### src/rtl/texture_pkg.sv
`default_nettype none
// +------------------------------------------------------------------------+
// | Package     : texture_pkg                                              |
// | Description : Shared constants, FSM state encoding and beat-count      |
// |               helpers for the ping-pong texture upload controller.     |
// | Revision    : 1.0 - initial release                                    |
// +------------------------------------------------------------------------+
package texture_pkg;

  // One-hot upload modes as presented on cmd_mode
  localparam logic [3:0] TEX_MODE_32  = 4'b0001;
  localparam logic [3:0] TEX_MODE_64  = 4'b0010;
  localparam logic [3:0] TEX_MODE_128 = 4'b0100;

  typedef enum logic [1:0] {
    ST_IDLE      = 2'd0,
    ST_LOAD      = 2'd1,
    ST_WAIT_SWAP = 2'd2,
    ST_DRAIN     = 2'd3
  } tex_state_t;

  // Beats needed to carry one texture of 16-bit texels; 0 for unsupported modes
  function automatic int unsigned tex_beats(input logic [3:0] mode,
                                            input int unsigned stream_width);
    int unsigned side;
    case (mode)
      TEX_MODE_32:  side = 32;
      TEX_MODE_64:  side = 64;
      TEX_MODE_128: side = 128;
      default:      side = 0;
    endcase
    return (side * side * 16) / stream_width;
  endfunction

  function automatic logic tex_mode_ok(input logic [3:0] mode);
    return (mode == TEX_MODE_32) || (mode == TEX_MODE_64) || (mode == TEX_MODE_128);
  endfunction

endpackage
`default_nettype wire

### src/rtl/tex_beat_counter.sv
`default_nettype none
// +------------------------------------------------------------------------+
// | Module      : tex_beat_counter                                         |
// | Description : Beat counter with a loadable terminal value. o_tc is     |
// |               high while the count equals the loaded last-beat index.  |
// | Revision    : 1.0 - initial release                                    |
// | Ports       : clk, reset   - clock, synchronous active-high reset      |
// |               i_load       - capture i_last_val as the terminal index  |
// |               i_last_val   - index of the final beat (BEATS-1)         |
// |               i_clear      - return count to 0 (priority over i_inc)   |
// |               i_inc        - advance count by one                      |
// |               o_cnt, o_tc  - current count, terminal-count flag        |
// +------------------------------------------------------------------------+
module tex_beat_counter #(
  parameter int CNT_W = 15
) (
  input  logic             clk,
  input  logic             reset,
  input  logic             i_load,
  input  logic [CNT_W-1:0] i_last_val,
  input  logic             i_clear,
  input  logic             i_inc,
  output logic [CNT_W-1:0] o_cnt,
  output logic             o_tc
);

  logic [CNT_W-1:0] r_cnt;
  logic [CNT_W-1:0] r_last;

  always_ff @(posedge clk) begin
    if (reset) begin
      r_cnt  <= '0;
      r_last <= '0;
    end else begin
      if (i_load)
        r_last <= i_last_val;
      if (i_clear)
        r_cnt <= '0;
      else if (i_inc)
        r_cnt <= r_cnt + 1'b1;
    end
  end

  assign o_cnt = r_cnt;
  assign o_tc  = (r_cnt == r_last);

endmodule
`default_nettype wire

### src/rtl/texture_upload_ctrl.sv
`default_nettype none
// +------------------------------------------------------------------------+
// | Module      : texture_upload_ctrl                                      |
// | Description : Streams one texture per command into the shadow bank of  |
// |               a ping-pong texture buffer, generates the bank tlast at  |
// |               the exact beat count and swaps banks only while the      |
// |               rasterizer is idle.                                      |
// | Revision    : 1.0 - initial release                                    |
// | Config      : TEXTURE_LEN_CHECK_EN - compare upstream tlast against    |
// |               the expected length; flag err and drain/abort on a       |
// |               mismatch. Without it tlast is ignored and err is 0.      |
// | Ports       : cmd_valid/ready/mode   - upload command (one-hot mode)   |
// |               s_axis_*               - upstream texel stream           |
// |               m0_axis_*, m1_axis_*   - bank write streams              |
// |               raster_busy            - rasterizer reading active bank  |
// |               active_bank/mode       - texel read mux selection        |
// |               upload_done            - one-cycle pulse on bank swap    |
// |               err                    - sticky length/mode error        |
// +------------------------------------------------------------------------+
module texture_upload_ctrl
  import texture_pkg::*;
#(
  parameter int STREAM_WIDTH = 16,
  parameter int SIZE         = 14
) (
  input  logic                    clk,
  input  logic                    reset,
  input  logic                    cmd_valid,
  output logic                    cmd_ready,
  input  logic [3:0]              cmd_mode,
  input  logic                    s_axis_tvalid,
  output logic                    s_axis_tready,
  input  logic                    s_axis_tlast,
  input  logic [STREAM_WIDTH-1:0] s_axis_tdata,
  output logic                    m0_axis_tvalid,
  output logic                    m0_axis_tlast,
  output logic [STREAM_WIDTH-1:0] m0_axis_tdata,
  output logic                    m1_axis_tvalid,
  output logic                    m1_axis_tlast,
  output logic [STREAM_WIDTH-1:0] m1_axis_tdata,
  input  logic                    raster_busy,
  output logic                    active_bank,
  output logic [3:0]              active_mode,
  output logic                    upload_done,
  output logic                    err
);

  localparam int unsigned MAX_BEATS = tex_beats(TEX_MODE_128, STREAM_WIDTH);
  localparam int          CNT_W     = $clog2(MAX_BEATS) + 1;

  // The largest texture's beat count has to fit in a bank
  generate
    if (MAX_BEATS > (1 << SIZE)) begin : g_size_check
      $error("texture_upload_ctrl: largest texture does not fit in a bank");
    end
  endgenerate

  tex_state_t       r_state;
  logic             r_active_bank;
  logic [3:0]       r_active_mode;
  logic [3:0]       r_pending_mode;
  logic             r_upload_done;
  logic             w_shadow;
  logic             w_accept;
  logic             w_mode_ok;
  logic             w_beat;
  logic             w_tc;
  logic             w_early;
  logic             w_bank_last;
  logic [CNT_W-1:0] w_cnt;
  logic [CNT_W-1:0] w_last_val;

  assign w_shadow   = ~r_active_bank;
  assign w_mode_ok  = tex_mode_ok(cmd_mode);
  assign w_accept   = cmd_valid && cmd_ready;
  assign w_beat     = (r_state == ST_LOAD) && s_axis_tvalid;
  assign w_last_val = CNT_W'(tex_beats(cmd_mode, STREAM_WIDTH) - 1);

`ifdef TEXTURE_LEN_CHECK_EN
  logic r_err;
  // Upstream ended the texture before the expected beat count
  assign w_early = w_beat && s_axis_tlast && !w_tc;
  assign err     = r_err;
`else
  logic w_unused_tlast;
  assign w_unused_tlast = s_axis_tlast;
  assign w_early        = 1'b0;
  assign err            = 1'b0;
`endif

  assign w_bank_last = w_beat && (w_tc || w_early);

  tex_beat_counter #(
    .CNT_W (CNT_W)
  ) u_beat_counter (
    .clk        (clk),
    .reset      (reset),
    .i_load     (w_accept && w_mode_ok),
    .i_last_val (w_last_val),
    .i_clear    (w_bank_last),
    .i_inc      (w_beat),
    .o_cnt      (w_cnt),
    .o_tc       (w_tc)
  );

  always_ff @(posedge clk) begin
    if (reset) begin
      r_state        <= ST_IDLE;
      r_active_bank  <= 1'b0;
      r_active_mode  <= 4'b0000;
      r_pending_mode <= 4'b0000;
      r_upload_done  <= 1'b0;
`ifdef TEXTURE_LEN_CHECK_EN
      r_err          <= 1'b0;
`endif
    end else begin
      r_upload_done <= 1'b0;
      case (r_state)
        ST_IDLE: begin
          if (w_accept) begin
            if (w_mode_ok) begin
              r_pending_mode <= cmd_mode;
              r_state        <= ST_LOAD;
            end
`ifdef TEXTURE_LEN_CHECK_EN
            else begin
              r_err <= 1'b1;
            end
`endif
          end
        end
        ST_LOAD: begin
          if (w_bank_last) begin
`ifdef TEXTURE_LEN_CHECK_EN
            if (w_early) begin
              r_err   <= 1'b1;
              r_state <= ST_IDLE;
            end else if (!s_axis_tlast) begin
              // Expected length reached but upstream keeps going: discard the rest
              r_err   <= 1'b1;
              r_state <= ST_DRAIN;
            end else begin
              r_state <= ST_WAIT_SWAP;
            end
`else
            r_state <= ST_WAIT_SWAP;
`endif
          end
        end
        ST_WAIT_SWAP: begin
          if (!raster_busy) begin
            r_active_bank <= ~r_active_bank;
            r_active_mode <= r_pending_mode;
            r_upload_done <= 1'b1;
            r_state       <= ST_IDLE;
          end
        end
        ST_DRAIN: begin
          if (s_axis_tvalid && s_axis_tlast)
            r_state <= ST_IDLE;
        end
        default: r_state <= ST_IDLE;
      endcase
    end
  end

  // Holding off cmd_ready during the upload_done cycle keeps a new command
  // from overlapping the swap pulse.
  assign cmd_ready      = (r_state == ST_IDLE) && !r_upload_done;
  assign s_axis_tready  = (r_state == ST_LOAD) || (r_state == ST_DRAIN);
  assign m0_axis_tvalid = w_beat && !w_shadow;
  assign m1_axis_tvalid = w_beat && w_shadow;
  assign m0_axis_tlast  = w_bank_last && !w_shadow;
  assign m1_axis_tlast  = w_bank_last && w_shadow;
  assign m0_axis_tdata  = s_axis_tdata;
  assign m1_axis_tdata  = s_axis_tdata;
  assign active_bank    = r_active_bank;
  assign active_mode    = r_active_mode;
  assign upload_done    = r_upload_done;

  logic w_unused_cnt;
  assign w_unused_cnt = ^w_cnt;

endmodule
`default_nettype wire

### config.mk
export PLATFORM = sky130hd
export DESIGN_NAME = texture_upload_ctrl
export DESIGN_NICKNAME = d
export VERILOG_FILES = /design/src/rtl/texture_pkg.sv /design/src/rtl/tex_beat_counter.sv /design/src/rtl/texture_upload_ctrl.sv
export SDC_FILE = /design/constraint.sdc
export NUM_CORES = 1
export LEC_CHECK = 0
export CELL_PAD_IN_SITES_DETAIL_PLACEMENT = 2
export CELL_PAD_IN_SITES_GLOBAL_PLACEMENT = 2
export CORE_ASPECT_RATIO = 0.75
export CORE_MARGIN = 4
export CORE_UTILIZATION = 25
export CTS_CLUSTER_SIZE = 14
export DETAILED_ROUTE_END_ITERATION = 10
export PLACE_DENSITY = 0.88
export SETUP_SLACK_MARGIN = 0.3
export SLEW_MARGIN = 10
export SYNTH_ARGS = -nofsm -noshare
export SYNTH_HDL_FRONTEND = slang
export SYNTH_SLANG_ARGS = --single-unit
export TNS_END_PERCENT = 20
### constraint.sdc
create_clock -name clk -period 2.2 [get_ports clk]
set_input_delay 0.33 -clock clk [delete_from_list [all_inputs] [get_ports clk]]
set_output_delay 0.33 -clock clk [all_outputs]
set_load 0.01 [all_outputs]
==> run summary <==
Capture point of the worst reg-to-reg path: u_beat_counter.o_cnt[1]$_SDFFE_PP0N_
Final Hold Vio Count: 0
Clock power frac: 0.435
Die Ht: 83.4 um
Fillers: 830
Synthesized netlist cell count: 215
Area of the die: 9050 sq um
Clock Skews: 0.0120 ns
Initial Util: 0.257
Worst Reg-to-Reg Cells: 7
Residual DRC: 0
Ant diodes: 0
Clock Tree Buf Depth: 2
CORE AREA: 7360 sq um
Leak pwr: 0.940 nW
DR WL/cell: 18.0 um
Vias: 1,642
Worst Setup Start Kind: flop
Final Cycle Share: 1.04
Final WL: 6.20 mm
GR Util All Layers: 0.140
Worst Tran Pin Value: 0.645 ns
CTS tree: yes
Final setup viols: 2
TritonRoute pass-1 iters: 4
Worst Path Max Fanout: 2
VDD IR max: 0.283 mV
Antenna-violating nets left: 0
RSZ-0062 raised after global routing: yes
Register bit total from synthesis: 32
Yosys Warn Count: 0
Die width: 109 um
Violated checks: negative setup slack
Worst Path Class, Setup: reg2out
Number of sinks on the clock net: 32
Number of enable flip-flop cells after synthesis: 0
Internal power: 1.00 mW
Worst r2r src: u_beat_counter.r_last[9]$_SDFFE_PP0N_
Final HPWL DP: 4.14 mm
Multi-input gate area: 1120 sq um
M1 WL: 2.81 mm
Antenna violations before repair: 0
Vias in the first global route: 1,886
TritonCTS buffer count: 5
Largest net degree at the start of global routing: 18
FP Rows: 27
Final min period: 2.29 ns
PortBufs: 21
Clk slew on worst S/H paths: 0.08 ns
Reg2Reg Setup Slack: 0.31 ns
Register area share after synthesis: 0.338
Flop pwr share: 0.433
Commonest cells after routing, fill and taps aside: buf_4 (36), dfxtp_1 (23), nor3_1 (17), nor2_1 (14), xnor2_1 (13)
Layout cells sized above 1: 0.362
Maximum clock frequency: 437 MHz
Max layer used: met4
Gp weighted congestion: 0.815
Final core occ: 0.344
Comb pwr share: 0.131
Worst hold path type: in2reg
Post-synth ARST share: 0
Final setup margin: -0.0864 ns
Worst EP arrival: 1.96 ns
Area Overhead vs Synth: 33.5%
Worst-skew pair later-pin latency: 0.30 ns
I/O pins: 71
Congestion Overflow GR: 0
Final nets: 271
Met3 WL: 194 um
Met2 WL: 3.09 mm
Slew HR: 0.559
Sw frac: 0.267
NetSw: 0.365 mW
Post-Syn Area per Cell: 8.82 sq um
H-tree depth: 2
Wire length of the first global-routing pass: 10.0 mm
Fin cells: 344
FF/Latch Area: 664 sq um
Most used DFF post-synth: dfxtp_1
P per Cell Area: 540 nW/um^2
Cells after DPL: 329
Pins Over Slew Limit: 0
Vias per inst: 4.77
Launch point of the worst path: u_beat_counter.o_cnt[2]$_SDFFE_PP0N_
Initial DRC Count: 82
Count of different cell masters after synthesis: 46
Clk root buf: clkbuf_8
Final hold slack: 0.474 ns
Max-cap violations: 0
Most common library cell in the layout ignoring fill and taps: buf_4
Critical Path RT: 1.87 ns
Run status: finished, violations left
Netlist Area Pre-Place: 1900 sq um
Worst Setup EP: m1_axis_tlast
CP Capture Type: output pin
[critical path: stages (launching register included)]
cell	delay, ns
dfxtp_2	0.34
buf_4	0.14
nor3_2	0.20
nand3_2	0.13
buf_4	0.16
a2111o_1	0.41
nor2_2	0.12
buf_2	0.14
[worst min-delay path by stage]
stage	slack (ns)	cells after the start	startpoint	end
3_3_place_gp	0.44	2	r_pending_mode[3]$_SDFFE_PP0P_	r_pending_mode[3]$_SDFFE_PP0P_
5_1_grt	0.50	2	r_pending_mode[3]$_SDFFE_PP0P_	r_pending_mode[3]$_SDFFE_PP0P_
2_1_floorplan	0.40	1	reset	upload_done$_SDFF_PP0_
6_report	0.47	4	cmd_mode[1]	r_pending_mode[1]$_SDFFE_PP0P_
4_1_cts	0.48	2	r_pending_mode[3]$_SDFFE_PP0P_	r_pending_mode[3]$_SDFFE_PP0P_
3_5_place_dp	0.44	2	r_pending_mode[3]$_SDFFE_PP0P_	r_pending_mode[3]$_SDFFE_PP0P_
[layer usage]
layer  GRT usage  vias to the layer above
met5           0                        -
met4      0.0493                        0
met3      0.0272                        9
met2       0.237                       34
met1       0.176                      811
li1            -                      788
[cell usage after synthesis (all sizes together) (2+ instances only)]
master   count  area [sq um]
nand3        9          45.0
inv          2          7.51
ha           3          37.5
or3          6          43.8
nor2        15          56.3
nor3        19          95.1
and3         3          18.8
buf         35           267
a21oi        9          45.0
o211ai       2          15.0
nor4         5          31.3
a2111oi      2          36.3
mux2i        5          50.1
and2         3          20.0
o21ai        9          45.0
a211oi       4          30.0
xor2         4          35.0
nand2        5          18.8
dfxtp       32           641
xnor2       14           123
clkbuf       6          22.5
nand4        5          46.3
or4b         2          20.0
[state kept, by name, summed over array words and instances (netlist names)]
signal and flops:
u_beat_counter.o_cnt 15, u_beat_counter.r_last 5, upload_done 1, r_state 2, active_mode 4, active_bank 1, r_pending_mode 4
[power by group through the flow]
stage	sequential [mW]	combinational, mW	clock, mW
5_1_grt	0.593	0.194	0.632
3_5_place_dp	0.608	0.152	0
2_1_floorplan	0.607	0.137	0
4_1_cts	0.594	0.166	0.601
3_3_place_gp	0.607	0.144	0
6_report	0.592	0.179	0.595
[through the flow]
stage	cell area, sq um	setup TNS, ns	total power, mW	setup slack, ns
2_1_floorplan	1920	0	0.745	0.229
3_3_place_gp	2200	-0.672	0.752	-0.233
3_5_place_dp	2200	-1.34	0.761	-0.324
4_1_cts	2440	-0.0557	1.36	-0.0557
5_1_grt	2530	-0.275	1.42	-0.173
6_report	2530	-0.102	1.37	-0.0864
[layout make-up]
cell class / instances / area share
clock buffer: 5 / 0.0272
clock inverter: 3 / 0.0168
inverter: 2 / 0.00297
multi-input combinational: 141 / 0.441
sequential: 32 / 0.262
tap: 101 / 0.0499
timing repair buffer: 60 / 0.200
[cell families after synthesis]
group,Yosys count,synth area share
compound gates,31,0.113
flops,32,0.338
other cells,1,0.00198
fa+ha+maj,3,0.0198
buf+inv,43,0.156
xor+xnor,18,0.0832
simple gates,82,0.261
mux,5,0.0264
[repair_timing]
| action | in CTS | in global routing |
|---|---|---|
| hold buffers | 0 | 0 |
| buffers inserted | 5 | 2 |
| gates resized for setup | 43 | 19 |
| setup endpoints to repair | 13 | 21 |
| hold endpoints to repair | 0 | 0 |
| pin swaps | 12 | 14 |
Power figures use the tool's default switching activity.
